**src/rtl/turn_around_pipe.sv**
```systemverilog
// -----------------------------------------------------------------------------
// turn_around_pipe
//
// Purpose:
//   Takes forward beats arriving on dirOneFront_*, decides once per packet
//   whether to admit or drop it, and sends admitted beats back out on
//   dirTwoBack_* after a fixed FWD_DEPTH-cycle register pipeline. Dropped and
//   idle beats leave the pipe as idle beats (Type 0). A separate BWD_DEPTH-stage
//   pipe delays backward instructions from dirTwoBack_Instruction* to
//   dirOneFront_Instruction*. Two counters track packets turned around and
//   packets dropped.
//
// Ports:
//   clk, rstnIn                   clock, asynchronous active-low reset
//   turnEnable                    admit new packets when 1 (sampled on the
//                                 first valid beat of each packet)
//   cntClear                      synchronous clear of both counters
//   dirOneFront_*                 incoming forward beat (Type 0 = idle)
//   dirTwoBack_*                  turned-around beat, FWD_DEPTH cycles later
//   dirTwoBack_Instruction*       incoming backward instruction
//   dirOneFront_Instruction*      backward instruction, BWD_DEPTH cycles later
//   fwdPktCount, dropPktCount     packets forwarded / dropped (wrapping)
//   inPacket                      1 while a multi-beat packet is in progress
// -----------------------------------------------------------------------------
module turn_around_pipe #(
    parameter int DATA_WIDTH                  = 512,
    parameter int STREAM_ID_NUM               = 16,
    parameter int CHUNK_ID_NUM                = 32,
    parameter int CHANNEL_ID_NUM              = 1024,
    parameter int STATE_WIDTH                 = 32,
    parameter int INSTRUCTION_WIDTH           = 2,
    parameter logic [INSTRUCTION_WIDTH-1:0] INSTRUCTION_CMD_IDLE = '0,
    parameter int INSTRUCTION_PARAMETER_WIDTH = 16,
    parameter int FWD_DEPTH                   = 2,
    parameter int BWD_DEPTH                   = 2,
    parameter int COUNT_WIDTH                 = 32,
    localparam int STREAM_ID_WIDTH            = $clog2(STREAM_ID_NUM),
    localparam int CHUNK_ID_WIDTH             = $clog2(CHUNK_ID_NUM),
    localparam int CHANNEL_ID_WIDTH           = $clog2(CHANNEL_ID_NUM)
) (
    input  logic                                   clk,
    input  logic                                   rstnIn,
    input  logic                                   turnEnable,
    input  logic                                   cntClear,

    input  logic [DATA_WIDTH-1:0]                  dirOneFront_Data,
    input  logic [1:0]                             dirOneFront_Type,
    input  logic                                   dirOneFront_Last,
    input  logic [STREAM_ID_WIDTH-1:0]             dirOneFront_StreamID,
    input  logic [CHUNK_ID_WIDTH-1:0]              dirOneFront_ChunkID,
    input  logic [CHANNEL_ID_WIDTH-1:0]            dirOneFront_ChannelID,
    input  logic [STATE_WIDTH-1:0]                 dirOneFront_State,

    output logic [DATA_WIDTH-1:0]                  dirTwoBack_Data,
    output logic [1:0]                             dirTwoBack_Type,
    output logic                                   dirTwoBack_Last,
    output logic [STREAM_ID_WIDTH-1:0]             dirTwoBack_StreamID,
    output logic [CHUNK_ID_WIDTH-1:0]              dirTwoBack_ChunkID,
    output logic [CHANNEL_ID_WIDTH-1:0]            dirTwoBack_ChannelID,
    output logic [STATE_WIDTH-1:0]                 dirTwoBack_State,

    input  logic [INSTRUCTION_WIDTH-1:0]           dirTwoBack_InstructionType,
    input  logic [STREAM_ID_WIDTH-1:0]             dirTwoBack_InstructionStreamID,
    input  logic [CHANNEL_ID_WIDTH-1:0]            dirTwoBack_InstructionChannelID,
    input  logic [INSTRUCTION_PARAMETER_WIDTH-1:0] dirTwoBack_InstructionParameter,

    output logic [INSTRUCTION_WIDTH-1:0]           dirOneFront_InstructionType,
    output logic [STREAM_ID_WIDTH-1:0]             dirOneFront_InstructionStreamID,
    output logic [CHANNEL_ID_WIDTH-1:0]            dirOneFront_InstructionChannelID,
    output logic [INSTRUCTION_PARAMETER_WIDTH-1:0] dirOneFront_InstructionParameter,

    output logic [COUNT_WIDTH-1:0]                 fwdPktCount,
    output logic [COUNT_WIDTH-1:0]                 dropPktCount,
    output logic                                   inPacket
);

    typedef enum logic [1:0] {
        IDLE     = 2'd0,
        FWD_PKT  = 2'd1,
        DROP_PKT = 2'd2
    } state_t;

    typedef struct packed {
        logic [DATA_WIDTH-1:0]       data;
        logic [1:0]                  typ;
        logic                        last;
        logic [STREAM_ID_WIDTH-1:0]  stream_id;
        logic [CHUNK_ID_WIDTH-1:0]   chunk_id;
        logic [CHANNEL_ID_WIDTH-1:0] channel_id;
        logic [STATE_WIDTH-1:0]      state;
    } fwd_beat_t;

    typedef struct packed {
        logic [INSTRUCTION_WIDTH-1:0]           typ;
        logic [STREAM_ID_WIDTH-1:0]             stream_id;
        logic [CHANNEL_ID_WIDTH-1:0]            channel_id;
        logic [INSTRUCTION_PARAMETER_WIDTH-1:0] param;
    } bwd_instr_t;

    state_t     r_state;
    state_t     w_state_next;
    logic       w_valid;
    logic       w_admit;
    logic       w_pass;
    logic       w_fwd_inc;
    logic       w_drop_inc;
    fwd_beat_t  w_beat_in;
    bwd_instr_t w_instr_in;

    fwd_beat_t  r_fwd [FWD_DEPTH];
    bwd_instr_t r_bwd [BWD_DEPTH];

    logic [COUNT_WIDTH-1:0] r_fwd_cnt;
    logic [COUNT_WIDTH-1:0] r_drop_cnt;

    assign w_valid = (dirOneFront_Type != 2'd0);

    // Gate decision and next state. In IDLE the decision comes straight from
    // turnEnable; inside a packet it is frozen by the state itself, so
    // turnEnable changes mid-packet are invisible.
    // NOTE: every output of this block gets a default first so no path leaves
    // it unassigned, which would otherwise infer a latch.
    always_comb begin
        w_admit      = 1'b0;
        w_state_next = r_state;
        case (r_state)
            IDLE:     w_admit = turnEnable;
            FWD_PKT:  w_admit = 1'b1;
            DROP_PKT: w_admit = 1'b0;
            default:  w_admit = 1'b0;
        endcase
        if (w_valid) begin
            if (dirOneFront_Last) begin
                w_state_next = IDLE;
            end else if (r_state == IDLE) begin
                w_state_next = w_admit ? FWD_PKT : DROP_PKT;
            end
        end
    end

    assign w_pass     = w_valid && w_admit;
    assign w_fwd_inc  = w_pass && dirOneFront_Last;
    assign w_drop_inc = w_valid && !w_admit && dirOneFront_Last;

    // Non-admitted beats only need Type forced to 0; the remaining fields are
    // carried unchanged since nothing downstream looks at them.
    always_comb begin
        w_beat_in.data       = dirOneFront_Data;
        w_beat_in.typ        = w_pass ? dirOneFront_Type : 2'd0;
        w_beat_in.last       = dirOneFront_Last;
        w_beat_in.stream_id  = dirOneFront_StreamID;
        w_beat_in.chunk_id   = dirOneFront_ChunkID;
        w_beat_in.channel_id = dirOneFront_ChannelID;
        w_beat_in.state      = dirOneFront_State;
    end

    assign w_instr_in = '{typ:        dirTwoBack_InstructionType,
                          stream_id:  dirTwoBack_InstructionStreamID,
                          channel_id: dirTwoBack_InstructionChannelID,
                          param:      dirTwoBack_InstructionParameter};

    // NOTE: sequential state is written with non-blocking assignments only, so
    // every register samples pre-edge values regardless of statement order.
    always_ff @(posedge clk or negedge rstnIn) begin
        if (!rstnIn) begin
            r_state <= IDLE;
        end else begin
            r_state <= w_state_next;
        end
    end

    // NOTE: the pipeline stages are reset explicitly because a stale non-zero
    // Type left over from before reset would look like a real beat at the output.
    always_ff @(posedge clk or negedge rstnIn) begin
        if (!rstnIn) begin
            for (int i = 0; i < FWD_DEPTH; i++) begin
                r_fwd[i] <= '0;
            end
        end else begin
            r_fwd[0] <= w_beat_in;
            for (int i = 1; i < FWD_DEPTH; i++) begin
                r_fwd[i] <= r_fwd[i-1];
            end
        end
    end

    always_ff @(posedge clk or negedge rstnIn) begin
        if (!rstnIn) begin
            for (int i = 0; i < BWD_DEPTH; i++) begin
                r_bwd[i]     <= '0;
                r_bwd[i].typ <= INSTRUCTION_CMD_IDLE;
            end
        end else begin
            r_bwd[0] <= w_instr_in;
            for (int i = 1; i < BWD_DEPTH; i++) begin
                r_bwd[i] <= r_bwd[i-1];
            end
        end
    end

    // Counters advance on the cycle the Last beat arrives, not when it leaves
    // the pipe. Clear has priority over a simultaneous increment.
    always_ff @(posedge clk or negedge rstnIn) begin
        if (!rstnIn) begin
            r_fwd_cnt  <= '0;
            r_drop_cnt <= '0;
        end else if (cntClear) begin
            r_fwd_cnt  <= '0;
            r_drop_cnt <= '0;
        end else begin
            if (w_fwd_inc) begin
                r_fwd_cnt <= r_fwd_cnt + COUNT_WIDTH'(1);
            end
            if (w_drop_inc) begin
                r_drop_cnt <= r_drop_cnt + COUNT_WIDTH'(1);
            end
        end
    end

    assign dirTwoBack_Data      = r_fwd[FWD_DEPTH-1].data;
    assign dirTwoBack_Type      = r_fwd[FWD_DEPTH-1].typ;
    assign dirTwoBack_Last      = r_fwd[FWD_DEPTH-1].last;
    assign dirTwoBack_StreamID  = r_fwd[FWD_DEPTH-1].stream_id;
    assign dirTwoBack_ChunkID   = r_fwd[FWD_DEPTH-1].chunk_id;
    assign dirTwoBack_ChannelID = r_fwd[FWD_DEPTH-1].channel_id;
    assign dirTwoBack_State     = r_fwd[FWD_DEPTH-1].state;

    assign dirOneFront_InstructionType      = r_bwd[BWD_DEPTH-1].typ;
    assign dirOneFront_InstructionStreamID  = r_bwd[BWD_DEPTH-1].stream_id;
    assign dirOneFront_InstructionChannelID = r_bwd[BWD_DEPTH-1].channel_id;
    assign dirOneFront_InstructionParameter = r_bwd[BWD_DEPTH-1].param;

    assign fwdPktCount  = r_fwd_cnt;
    assign dropPktCount = r_drop_cnt;
    assign inPacket     = (r_state != IDLE);

endmodule

```
**config.mk**
```make
export PLATFORM = sky130hd
export DESIGN_NAME = turn_around_pipe
export DESIGN_NICKNAME = d
export VERILOG_FILES = /design/src/rtl/turn_around_pipe.sv
export SDC_FILE = /design/constraint.sdc
export NUM_CORES = 1
export LEC_CHECK = 0
export ABC_AREA = 1
export BUFFER_PORTS_ARGS = -buffer_cell sky130_fd_sc_hd__buf_2
export CAP_MARGIN = 5
export CORE_AREA = 10 10 484 486
export CTS_CLUSTER_DIAMETER = 30
export DETAILED_ROUTE_END_ITERATION = 6
export DIE_AREA = 0 0 494 496
export SLEW_MARGIN = 0
export SYNTH_ARGS = -nofsm -noshare
export SYNTH_HDL_FRONTEND = slang
export SYNTH_SLANG_ARGS = --single-unit
```
**constraint.sdc**
```tcl
create_clock -name clk -period 1.6 [get_ports clk]
set_clock_uncertainty 0.05 [all_clocks]
set_input_delay 0.32 -clock clk [delete_from_list [all_inputs] [get_ports clk]]
set_output_delay 0.32 -clock clk [all_outputs]
set_load 0.05 [all_outputs]
```
==> run_results.csv, run 1 <==
group,metric,value,unit
run_status,outcome,"finished, violations left",
run_status,violations,"negative setup slack",
synth,syn-cell-area,38500,um2
sta,hold_viol,0,
drt,initialDrtViolationCount,1041,
synth,synthAdderAreaFrac,0.0650,%
worst_setup_path,cp_top_family,"flip-flops",
floorplanning,core_area,224000,um2
worst_setup_path,startpoint_type,"register",
worst_setup_path,rrSetupSlack,-0.12,ns
sta,finalCritPeriodShare,120,%
final_layout,mostFrequentLayoutCells,"1198 x dfrtp_1, 778 x dlygate4sd3_1, 600 x buf_2",
synth,synth_top_area_share,82.0,%
grt,gr-total-overflow,0,
floorplanning,die-height,496,um
synth,synth_top_family_by_area,"buffers and inverters",
synth,yosys.area_share.simple,4.80,%
floorplanning,initial_core_util,17.2,%
synth,ys_types,27,
worst_setup_path,crit_path_end_kind,"primary output",
synth,synth_fp_nets,3036,
drt,vias,25300,
worst_setup_path,reg2reg_depth,5,
floorplanning,die_w,494,um
drt,wl_per_cell,24.7,um
worst_setup_path,cp_max_fo,2,
final_layout,fin_nets,4900,
final_layout,final_util,30.2,%
synth,yosys.area.top_type,"dfrtp_1",
placement,port_buffers,1264,
clock_tree,cts_tree,"done",
synth,synth-compound-area-share,0.598,%
worst_setup_path,cp_cell_sequence,"inv_2, nand2_4, buf_12",
worst_hold_path,hold_class,"primary input to register",
clock_tree,clkLatencyLatePin,0.83,ns
clock_tree,cts_buffers,241,
synth,synthCells,2432,
run,cap_violations,0,
power_and_ir_drop,power.total,97300,uW
sta,relSlewSlack,70.7,%
grt,grt_pass1_vias,28700,
final_layout,filler_cell_count,21800,
power_and_ir_drop,p_per_area,1440,nW/um2
clock_tree,clock-sinks,1262,
grt,groute.usage.overall,14.7,%
sta,report.final.slew_viol_count,0,
synth,ys_ff_latch,1262,
power_and_ir_drop,p_leak,0.0308,uW
sta,finalCriticalPeriod,1.93,ns
worst_setup_path,critPathSlowestCell,"dfrtp_1",
drt,wirelength,186000,um
sta,rsz0062_at_grt,"true",
worst_hold_path,hold_start,"dirOneFront_Data[304]",
clock_tree,root_buffer,"clkbuf_16",
sta,setup_ws,-0.325,ns
clock_tree,cts_buffer_depth,3,
grt,grt_first_pass_wirelength,247000,um
final_layout,area_delta_synth_final,75.6,%
clock_tree,clk_pin_slew_worst_paths,0.05,ns
worst_hold_path,min_path_cells,2,
worst_setup_path,slowest_delay,0.39,ns
floorplanning,row_count,174,
drt,firstDrtPassIters,5,
synth,seq_area_frac_synth,82.0,%
worst_setup_path,cp.required,1.23,ns
worst_setup_path,timing.rr.start,"r_state[0]$_DFFE_PN0P_",
worst_setup_path,reg2reg_to,"r_fwd[618]$_DFF_PN0_",
synth,yosys_warnings,0,
floorplanning,die-area,245000,um2
worst_setup_path,arrival,1.56,ns
drt,via_per_inst,3.36,
synth,synthTopCellsByArea,"dfrtp_1 82%, buf_4 12%, nand2_1 1.8%",
grt,antenna_found_initial,132,
placement,dp_hpwl,148000,um
sta,max_freq,519,MHz
worst_setup_path,critPathKind,"register to primary output",
clock_tree,h-tree-depth,4,
worst_setup_path,critPathLaunch,"r_state[1]$_DFFE_PN0P_",
final_layout,mostFrequentLayoutCell,"dfrtp_1",
sta,setup_viol,682,
synth,syn_area_per_cell,15.8,um2
synth,synthMuxAreaShare,0,%
synth,synthXorXnorAreaFrac,0.0455,%
drt,drcViolationCount,0,
sta,tightest_slew,0.440,ns
power_and_ir_drop,vdd_drop_max,1040,uV
final_layout,drive_above_1_share,45.7,%
drt,ant_nets,0,
placement,routabilityCongestion,0.910,
grt,grt_start_max_net_pins,74,
floorplanning,ios,1265,
worst_hold_path,whs_endpoint,"r_fwd[924]$_DFF_PN0_",
worst_setup_path,cp_num_buf_inv,2,
[area by class of cell]
type	instances	area [um2]	area share (%)
diodes	40	100	0.148
clock buffers	290	6500	9.60
clock inverters	167	2290	3.38
inverters	77	292	0.431
multi-input cells	489	2620	3.87
flip-flops and latches	1262	31700	46.8
well taps	2992	3740	5.53
repair buffers	2225	20400	30.2
[per-stage QoR]
stage / cell area, um2 / hold slack, ns / setup WS [ns] / setup TNS, ns / instances
after floorplan: 38600 / -0.0256 / -0.0185 / -0.0200 / 2432
after global placement: 45200 / 0.182 / -0.120 / -0.699 / 6179
after detailed placement: 45200 / 0.179 / -0.146 / -0.867 / 6179
after CTS: 66700 / 0.00000255 / -0.413 / -170.26 / 7478
after global routing: 67600 / 0.00345 / -0.410 / -159.48 / 7526
final: 67600 / 0.0781 / -0.325 / -96.33 / 7542
[cells by family (layout without fill, tap and decap cells)]
logic type,Yosys count,count (layout)
flops,1262,1262
buf+inv,682,2759
simple gates,441,442
compound gates,43,43
fa+ha+maj,2,2
xor+xnor,2,2
other cells,0,40
[registers in the layout, indices dropped and copies added, names as in the netlist, 5 cells and up]
signal,flops
dirOneFront_InstructionChannelID,10
dirOneFront_InstructionParameter,16
dirTwoBack_ChannelID,10
dirTwoBack_ChunkID,5
dirTwoBack_Data,512
dirTwoBack_State,32
dropPktCount,32
fwdPktCount,32
r_bwd,32
r_fwd,566
[how the worst max path moves through the flow]
stage,endpoint,slack [ns],depth (start not counted)
floorplan,dropPktCount[20]$_DFFE_PN0P_,-0.02,8
global placement,fwdPktCount[25]$_DFFE_PN0P_,-0.12,9
detailed placement,fwdPktCount[29]$_DFFE_PN0P_,-0.15,9
CTS,inPacket,-0.41,3
global route,inPacket,-0.41,3
finish,inPacket,-0.33,3
[Yosys cell counts]
master    count
nand2_1     186
buf_1         5
nor3_1        7
nand3_1      52
inv_1        74
nor2_2        9
o21ai_1       2
nor2_1      168
ha_1          2
clkbuf_1      1
dfrtp_1    1262
and2_1        4
nor3b_1       3
nor2_8        1
o21ai_4       1
nor3_2        1
nor2_4        4
o21ai_0      17
buf_4       597
a21oi_1      22
xor2_1        2
o32ai_1       1
nand2_2       2
nand3_2       2
buf_6         2
inv_2         3
and3_1        2
[where the power goes]
part	internal, uW	total [uW]	switching, uW
Combinational	3910	9810	5900
Sequential	33600	34400	807
Clock	35100	53100	18000
[timing repair]
item,4_1_cts,5_1_grt
hold endpoints to repair,1923,24
gates cloned,0,2
buffers inserted,69,25
pin swaps,2,48
setup endpoints to repair,664,747
resized for setup,1431,168
hold buffers,778,1
[per-layer routing]
layer | wire [um] | vias to the layer above | global-route usage (%)
li1 | - | 10800 | -
met1 | 69600 | 12700 | 16.4
met2 | 87900 | 1383 | 24.0
met3 | 22400 | 413 | 7.65
met4 | 6180 | 50 | 4.92
met5 | 277 | - | 0
Power figures use the tool's default switching activity.
==> run 2: changes to the inputs <==
CORE_AREA = 10 10 489 491   (was 10 10 484 486)
CTS_BUF_LIST = sky130_fd_sc_hd__clkbuf_8   (was not set)
DIE_AREA = 0 0 499 501   (was 0 0 494 496)
==> run_results.csv, run 2 (synthesis gave the netlist of run 1 again) <==
group,metric,value,unit
run_status,outcome,"finished, violations left",
run_status,violations,"negative setup slack",
drt,drcViolationCount,0,
final_layout,mostFrequentLayoutCell,"dfrtp_1",
floorplanning,die_w,499,um
placement,dp_hpwl,151000,um
worst_setup_path,cp.required,1.23,ns
worst_setup_path,timing.rr.start,"r_state[0]$_DFFE_PN0P_",
drt,ant_nets,0,
sta,report.final.slew_viol_count,0,
sta,setup_ws,-0.454,ns
clock_tree,clkLatencyLatePin,0.96,ns
floorplanning,die-area,250000,um2
worst_setup_path,cp_max_fo,2,
sta,whs,0.125,ns
clock_tree,cts_buffer_depth,4,
sta,tightest_slew,0.373,ns
drt,initialDrtViolationCount,1414,
final_layout,filler_cell_count,22500,
sta,hold_viol,0,
final_layout,largest_register_ffs,566,
worst_setup_path,reg2reg_to,"dropPktCount[4]$_DFFE_PN0P_",
final_layout,mostFrequentLayoutCells,"1207 x dfrtp_1, 1136 x dlygate4sd3_1, 600 x buf_2",
drt,vias,27200,
drt,wl_per_cell,24.2,um
drt,via_per_inst,3.39,
worst_setup_path,critPathKind,"register to primary output",
sta,max_freq,487,MHz
grt,grt_pass1_vias,31000,
grt,groute.usage.overall,15.0,%
clock_tree,clock-sinks,1262,
worst_setup_path,reg2reg_depth,7,
run,cap_violations,0,
grt,gr-total-overflow,0,
floorplanning,initial_core_util,16.8,%
placement,port_buffers,1264,
worst_hold_path,hold_class,"primary input to async pin",
drt,firstDrtPassIters,5,
grt,antenna_found_initial,164,
floorplanning,ios,1265,
floorplanning,row_count,176,
placement,routabilityCongestion,0.902,
final_layout,area_delta_synth_final,79.0,%
power_and_ir_drop,vdd_drop_max,726,uV
final_layout,top_register,"r_fwd",
worst_setup_path,arrival,1.68,ns
final_layout,fin_nets,5335,
power_and_ir_drop,p_leak,0.0315,uW
placement,dp_slack,-0.0897,ns
final_layout,drive_above_1_share,42.5,%
drt,wirelength,194000,um
worst_setup_path,rrSetupSlack,-0.14,ns
clock_tree,clk_pin_slew_worst_paths,0.06,ns
sta,setup_viol,691,
floorplanning,die-height,501,um
grt,grt_start_max_net_pins,62,
clock_tree,cts_buffers,278,
sta,rsz0062_at_grt,"true",
worst_setup_path,crit_path_end_kind,"primary output",
sta,relSlewSlack,75.0,%
grt,grt_first_pass_wirelength,259000,um
clock_tree,root_buffer,"clkbuf_8",
sta,finalCriticalPeriod,2.05,ns
sta,finalCritPeriodShare,128,%
worst_setup_path,startpoint_type,"register",
clock_tree,h-tree-depth,5,
power_and_ir_drop,p_per_area,1200,nW/um2
floorplanning,core_area,229000,um2
clock_tree,cts_tree,"done",
## run 2: report_power, final
part	switching, uW	internal (uW)
Sequential	760	33500
Combinational	6120	4550
Clock	14900	23100
Total	21800	61200
## run 2: timing repair
action / in CTS / in global routing
pin swaps: 1 / 45
hold endpoints to repair: 1926 / 0
setup buffers: 68 / 28
endpoints found under the setup margin: 664 / 721
cloned: 0 / 1
resized for setup: 1438 / 173
hold buffers: 1137 / 0
## run 2: final cells by class
type | instances | area (um2) | share of cell area (%)
well taps | 3026 | 3790 | 5.49
inverters | 77 | 289 | 0.419
flip-flops and latches | 1262 | 31600 | 45.9
diodes | 66 | 165 | 0.240
repair buffers | 2623 | 24400 | 35.4
clock inverters | 155 | 1590 | 2.30
clock buffers | 322 | 4430 | 6.43
multi-input cells | 489 | 2610 | 3.78
## run 2: metrics by stage
step                      power [uW]  util, %  instances  setup TNS [ns]  cell area [um2]
final                          83000     30.1       8020         -163.09            68900
after global routing           86500     30.0       7995         -277.40            68900
after CTS                      83900     29.6       7925         -281.00            67900
after detailed placement       41600     19.8       6248          -0.437            45500
after global placement         41500     19.8       6248          -0.569            45500
after floorplan                38800        -       2432         -0.0200            38600
## run 2: routing by layer
metal	vias to the layer above	global-route usage, %	part of all wire, %
met3	521	9.42	14
met2	1525	23.8	46
met5	-	0	0.20
li1	11700	-	-
met1	13400	15.6	35
met4	62	6.78	4.8
## run 2: worst max path at each step
stage | start | to | slack (ns) | cells past startpoint
2_1_floorplan | dropPktCount[0]$_DFFE_PN0P_ | dropPktCount[20]$_DFFE_PN0P_ | -0.02 | 8
3_3_place_gp | dirOneFront_Type[1] | fwdPktCount[28]$_DFFE_PN0P_ | -0.12 | 9
3_5_place_dp | dirOneFront_Type[1] | fwdPktCount[27]$_DFFE_PN0P_ | -0.09 | 9
4_1_cts | r_state[0]$_DFFE_PN0P_ | inPacket | -0.60 | 3
5_1_grt | r_state[1]$_DFFE_PN0P_ | inPacket | -0.61 | 3
6_report | r_state[0]$_DFFE_PN0P_ | inPacket | -0.45 | 3
## run 2: critical path, stage by stage (launching register included)
cell	delay (ns)
dfrtp_1	0.40
inv_2	0.09
nand2_4	0.08
buf_12	0.15
